File: src/rtl/bsh_arb_ctrl.sv
// Two-requester barrel-shift service: arbitrates two request ports onto one shared
// 32-bit shifter through a two-stage issue/response pipeline with saturating counters.

module bsh_32 (
  input  logic [31:0] data,
  input  logic [4:0]  sh,
  input  logic        dir,
  output logic [31:0] result
);
  // dir=1 shifts toward the LSB; both directions zero-fill.
  assign result = dir ? (data >> sh) : (data << sh);
endmodule

module bsh_arb_ctrl #(
  parameter int RR_EN = 1,
  parameter int CNT_W = 16
) (
  input  logic             clk,
  input  logic             rst_n,
  input  logic             req0_valid,
  output logic             req0_ready,
  input  logic [31:0]      req0_data,
  input  logic             req0_op,
  input  logic [4:0]       req0_sh,
  input  logic             req1_valid,
  output logic             req1_ready,
  input  logic [31:0]      req1_data,
  input  logic             req1_op,
  input  logic [4:0]       req1_sh,
  output logic             rsp_valid,
  input  logic             rsp_ready,
  output logic [31:0]      rsp_data,
  output logic             rsp_id,
  output logic [CNT_W-1:0] cnt0,
  output logic [CNT_W-1:0] cnt1
);

  localparam logic [CNT_W-1:0] CNT_MAX = '1;

  logic        v1, v2;
  logic [31:0] s1_data;
  logic        s1_op;
  logic [4:0]  s1_sh;
  logic        s1_id;
  logic [31:0] s2_result;
  logic        s2_id;
  logic        last_id;
  logic        adv1, adv2;
  logic        gnt0, gnt1;
  logic        acc0, acc1;
  logic        rsp_fire;
  logic [31:0] shift_out;

  assign adv2 = !v2 || rsp_ready;
  assign adv1 = !v1 || adv2;

  // NOTE: every signal written in always_comb gets a default first so no latch is inferred.
  always_comb begin
    gnt0 = 1'b0;
    gnt1 = 1'b0;
    if (req0_valid && req1_valid) begin
      if (RR_EN != 0) begin
        gnt0 = last_id;
        gnt1 = !last_id;
      end else begin
        gnt0 = 1'b1;
      end
    end else begin
      gnt0 = req0_valid;
      gnt1 = req1_valid;
    end
  end

  // Readies are combinational, so they are gated by rst_n to stay low during reset.
  assign req0_ready = rst_n && gnt0 && adv1;
  assign req1_ready = rst_n && gnt1 && adv1;
  assign acc0       = req0_valid && req0_ready;
  assign acc1       = req1_valid && req1_ready;
  assign rsp_fire   = v2 && rsp_ready;

  bsh_32 u_bsh (
    .data   (s1_data),
    .sh     (s1_sh),
    .dir    (s1_op),
    .result (shift_out)
  );

  // NOTE: sequential state uses non-blocking assignments so all registers update together.
  always_ff @(posedge clk or negedge rst_n) begin
    if (!rst_n) begin
      v1        <= 1'b0;
      s1_data   <= '0;
      s1_op     <= 1'b0;
      s1_sh     <= '0;
      s1_id     <= 1'b0;
      v2        <= 1'b0;
      s2_result <= '0;
      s2_id     <= 1'b0;
      last_id   <= 1'b1;
    end else begin
      if (adv1) begin
        v1 <= acc0 || acc1;
        if (acc0 || acc1) begin
          s1_data <= acc1 ? req1_data : req0_data;
          s1_op   <= acc1 ? req1_op   : req0_op;
          s1_sh   <= acc1 ? req1_sh   : req0_sh;
          s1_id   <= acc1;
          last_id <= acc1;
        end
      end
      if (adv2) begin
        v2 <= v1;
        if (v1) begin
          s2_result <= shift_out;
          s2_id     <= s1_id;
        end
      end
    end
  end

  always_ff @(posedge clk or negedge rst_n) begin
    if (!rst_n) begin
      cnt0 <= '0;
      cnt1 <= '0;
    end else if (rsp_fire) begin
      if (!s2_id && cnt0 != CNT_MAX) cnt0 <= cnt0 + 1'b1;
      if (s2_id  && cnt1 != CNT_MAX) cnt1 <= cnt1 + 1'b1;
    end
  end

  assign rsp_valid = v2;
  assign rsp_data  = s2_result;
  assign rsp_id    = s2_id;

endmodule

File: config.mk
export PLATFORM = sky130hd
export DESIGN_NAME = bsh_arb_ctrl
export DESIGN_NICKNAME = d
export VERILOG_FILES = /design/src/rtl/bsh_arb_ctrl.sv
export SDC_FILE = /design/constraint.sdc
export NUM_CORES = 1
export LEC_CHECK = 0
export BUFFER_PORTS_ARGS = -buffer_cell sky130_fd_sc_hd__buf_4
export CORE_MARGIN = 2
export CORE_UTILIZATION = 40
export DETAILED_ROUTE_END_ITERATION = 8
export GPL_TIMING_DRIVEN = 0
export SLEW_MARGIN = 20
export SYNTH_ARGS = -nofsm -noshare
export SYNTH_HDL_FRONTEND = slang
export SYNTH_SLANG_ARGS = --single-unit
File: constraint.sdc
create_clock -name clk -period 6.2 [get_ports clk]
set_input_delay 1.24 -clock clk [delete_from_list [all_inputs] [get_ports clk]]
set_output_delay 1.24 -clock clk [all_outputs]
set_load 0.05 [all_outputs]
---- Word-level counts from Yosys, hierarchy flattened ----
Index checks and enable logic that the tools add are counted.
storage, ports and cells
  flip-flop bits (word level) ............. 107
  output and inout bits ................... 68
  input bits .............................. 81
  logic and storage cells ................. 44
operators by class
  shift operators ......................... 2
  add/subtract/negate cells ............... 2
  equality and inequality tests ........... 2
  mux-type cells .......................... 6
  reductions and logical operators ........ 21
operator list
  kind                   number
  $mux 32                2
  $add 16x1->16 const B  2
  $ne 16x16->1 const B   2
  $shl 32x5->32          1
  $shr 32x5->32          1
  $logic_and 1x1->1      10
  $reduce_and 2->1       4
  $mux 5                 1
  $logic_not 1->1        4
  $logic_or 1x1->1       3
  $mux 1                 3

---- Longest topological paths before layout ----
  word-level depth ........................ 7
  mapped depth ............................ 9
  gate-level depth less buffers ........... 6

---- Hierarchy ----
From an unflattened synthesis, not the netlist that was laid out.
second synthesis, totals
  cell total of the unflattened synthesis .. 940
  area total of the unflattened synthesis .. 8,509.4 µm²
modules (own cells, without submodules)
  module        instances  cells each  area each (µm²)  seq. area each (µm²)
  bsh_arb_ctrl  1          443         4,719.5          2,678.8
  bsh_32        1          497         3,789.9          0.0

---- Least setup slack after synthesis ----
OpenSTA, ideal clock, no wires.
  path type ............................... input port to output port
  start point ............................. in rsp_ready
  end point ............................... out req1_ready
  arrival time ............................ 2.372 ns
  data required time ...................... 4.960 ns
  cell stages on the path ................. 5
  buffers on the path ..................... 1
  path slack .............................. 2.588 ns
  cell sequence ........................... nor2b_1 > nand2_1 > nand4_1 > buf_1 > inv_1
on the way
  cells in the longest elaborated chain, start to end .. 3
ends and longest elaborated chain
  element             line  source
  start: declaration  31    input logic rsp_ready,
  $logic_or 1x1->1    54    assign adv2 = !v2 || rsp_ready;
  $logic_or 1x1->1    55    assign adv1 = !v1 || adv2;
  $logic_and 1x1->1   76    assign req1_ready = rst_n && gnt1 && adv1;
  end: declaration    26    output logic req1_ready,
No other way between the ends.

---- Worst setup path after layout ----
  start point ............................. in rst_n
  end point ............................... out req1_ready
on the way
  cells in the longest elaborated chain, start to end .. 2
ends and longest elaborated chain
  element                         line  source
  start: declaration              19    input logic rst_n,
  $logic_and 1x1->1 (2 in a row)  76
No other way between the ends.

==> flow_summary_export.csv <==
group,metric,value,unit
floorplan,row_count,53,
sta,finalCriticalPeriod,4.35,ns
detailed_routing,route.detailed.drc,0,
clocking,root_buffer,"clkbuf_16",
hold_path,hold_path_depth,2,
grt,grt.total_usage,31.0,%
clocking,insertion_delay,0.38,ns
flow_run,maxCapViolCount,0,
setup_path,rr_worst_depth,7,
sta,fin_skew,0.0159,ns
grt,use_met2,49.0,%
setup_path,critPathArrivalTime,3.11,ns
clocking,htree_levels,3,
setup_path,crit_required,4.96,ns
yosys,synth_fp_nets,945,
detailed_routing,ant_nets,0,
floorplan,die_w,150,um
placement,dp_slack,1.65,ns
sta,timing.hold.ws,0.474,ns
yosys,synth_area,0.00850,mm2
yosys,yosys.area.top_type,"dfrtp_1",
yosys,synth_seq_cells,107,
floorplan,coreArea,0.0210,mm2
yosys,synth_warnings,0,
setup_path,crit_fanout,110,
clocking,cts_tree,"yes",
clocking,clk_transition_reported_paths,0.08,ns
yosys,synth_cell_types,68,
yosys,synthAdderAreaFrac,0.294,%
floorplan,fp.dieH,150,um
yosys,yosys.area_share.simple,13.7,%
floorplan,start_util,40.6,%
grt,grtUsageMet3,6.40,%
yosys,synth_compound_area_share,15.2,%
sta,tightest_slew,0.882,ns
pwr,p_total,0.00387,W
pwr,vdd_drop_max,129,uV
placement,io_buffers,148,
setup_path,critPathLaunch,"rst_n",
grt,antenna_found_initial,0,
sta,setup_slack,1.85,ns
cells_and_area,num_antenna_cells,0,
yosys,yosysMostFrequentCell,"dfrtp_1",
sta,period_share,70.2,%
detailed_routing,drt-initial-drc-count,779,
grt,grt_pass1_wl,51400,um
sta,finalHoldViolCount,0,
detailed_routing,post_drt_wl_per_cell,26.2,um
hold_path,whs_endpoint,"last_id",
yosys,synthTopCellsByCount,"106 x dfrtp_1, 90 x nor2_1, 83 x mux2i_1",
cells_and_area,seq_area,0.00268,mm2
placement,place.gp.congestion,0.990,
grt,overflow,0,
outcome,outcome,"finished clean",
clocking,clock_path_buffers,2,
detailed_routing,drt-pass1-iter-count,5,
setup_path,regToRegSetupSlack,2.99,ns
detailed_routing,wirelength,34000,um
sta,fmax,230,MHz
placement,place_hpwl,25900,um
sta,finalMaxSlewViolations,0,
floorplan,die-area,0.0224,mm2
pwr,total_leakage_power,4.54,nW
yosys,synth_mux_area_share,30.6,%
yosys,synthArstFlopShare,100,%
cells_and_area,multiInputGateArea,0.00536,mm2
sta,tns,0,ns
floorplan,ioPinCount,149,
grt,grt_max_degree,111,
grt,grt_pass1_vias,8037,
grt,grt-busiest-layer,"met2",
yosys,syn_inst,862,
detailed_routing,post_drt_via_cell_ratio,6.33,
yosys,syn_area_per_cell,9.86,um2
clocking,cts_resized,0,
sta,rsz0062_at_grt,"false",
cells_and_area,fillers,2116,
hold_path,hold_start,"last_id",
cells_and_area,post_route_cells_drive_above_1_share,28.8,%
yosys,synth_flop_cell,"dfrtp_1",
clocking,numCtsBuffers,9,
yosys,synth_top_family_by_area,"multiplexers",
clocking,numClockSinks,107,
setup_path,rr_endpoint,"rsp_data[22]",
yosys,synth.top_cells.by_area,"dfrtp_1 31%, mux4_2 15%, mux2i_1 9.8%",
sta,slew_headroom,41.2,%
setup_path,crit-reg2reg-launch,"s1_sh[1]",
yosys,yosysSeqAreaShare,31.5,%
yosys,synth_edf_count,0,
detailed_routing,num_vias,8230,
yosys,synth-xor-area-share,3.09,%
sta,setup_viol,0,
pwr,power_density,377,mW/mm2
clocking,cts_setup_buffers,0,
cells_and_area,area_growth,21.0,%
setup_path,worst-setup-path-type,"input pin to output port",
setup_path,start_kind,"input pin",
clocking,cts_hold_buf,0,
grt,grtUsageMet1,42.2,%
cells_and_area,nets,1104,
hold_path,hold_class,"flop to flop",
setup_path,cp-end-kind,"output port",
yosys,yosys.area.top_type_share,31.2,%
-- state kept, by name, indices dropped and copies added (netlist names) --
signal / cells
cnt0: 16
rsp_valid: 1
cnt1: 16
last_id: 1
s1_sh: 5
v1: 1
rsp_data: 32
s1_id: 1
s1_data: 32
s1_op: 1
rsp_id: 1
-- power by group --
part           internal [W]  switching (W)  total (W)
Combinational      0.000803        0.00141    0.00222
Clock              0.000297       0.000344   0.000642
Sequential         0.000853       0.000164    0.00102
-- critical path, cell delays in order --
cell	delay, ns
clkbuf_8	0.64
nand4_1	0.47
buf_1	0.40
inv_1	0.11
buf_4	0.20
-- cells in the final DEF, fill, tap and decap left out, drive strengths merged, types with 8 or more instances in the layout --
cell type and instances:
buf 185, dfrtp 106, nor2 90, mux2i 83, a21oi 67, nand2 66
mux4 61, clkbuf 60, mux2 34, o21ai 24, xnor2 19, nor3 16
a31oi 16, inv 15, nand4 13, and3 12, nor2b 11, xor2 11
nand3 10, o22ai 9, o211ai 9, nand2b 8, a221oi 8
-- area by class of cell --
| class | instances | share of cell area [%] |
|---|---|---|
| flip-flops and latches | 107 | 26.0 |
| clock inverters | 7 | 0.937 |
| clock buffers | 9 | 2.19 |
| well taps | 275 | 3.35 |
| repair buffers | 148 | 10.9 |
| plain buffers | 88 | 4.14 |
| inverters | 11 | 0.401 |
| multi-input cells | 656 | 52.1 |
-- routing by layer --
| metal | part of all wire [%] | routed length (um) | vias up |
|---|---|---|---|
| met5 | 0 | 0 | - |
| met3 | 8.7 | 2960 | 94 |
| met4 | 3.8 | 1300 | 0 |
| met2 | 46 | 15500 | 492 |
| met1 | 42 | 14300 | 4068 |
| li1 | - | - | 3576 |
-- cells by family after synthesis --
| kind of cell | count (synthesis) |
|---|---|
| adders and majority gates | 2 |
| DFF | 107 |
| buffers and inverters | 99 |
| muxes | 178 |
| and+or+nand+nor | 251 |
| AOI/OAI and AO/OA | 195 |
| xor gates and xnor gates | 30 |
-- stage by stage --
step / std cells / instance area, um2 / utilization [%]
after floorplan: 862 / 8500 / -
after global placement: 1285 / 9960 / 47.5
after detailed placement: 1285 / 9960 / 47.5
after CTS: 1301 / 10300 / 49.1
after global routing: 1301 / 10300 / 49.1
final: 1301 / 10300 / 49.1
-- worst max-delay path by stage --
stage,endpoint,slack (ns),depth (start not counted)
after detailed placement,req1_ready,1.65,5
after global placement,req1_ready,1.26,5
final,req1_ready,1.85,5
after floorplan,req1_ready,2.59,5
after CTS,req1_ready,1.65,5
after global routing,req1_ready,1.58,5
Note: power is estimated with default switching activity, not from simulation.
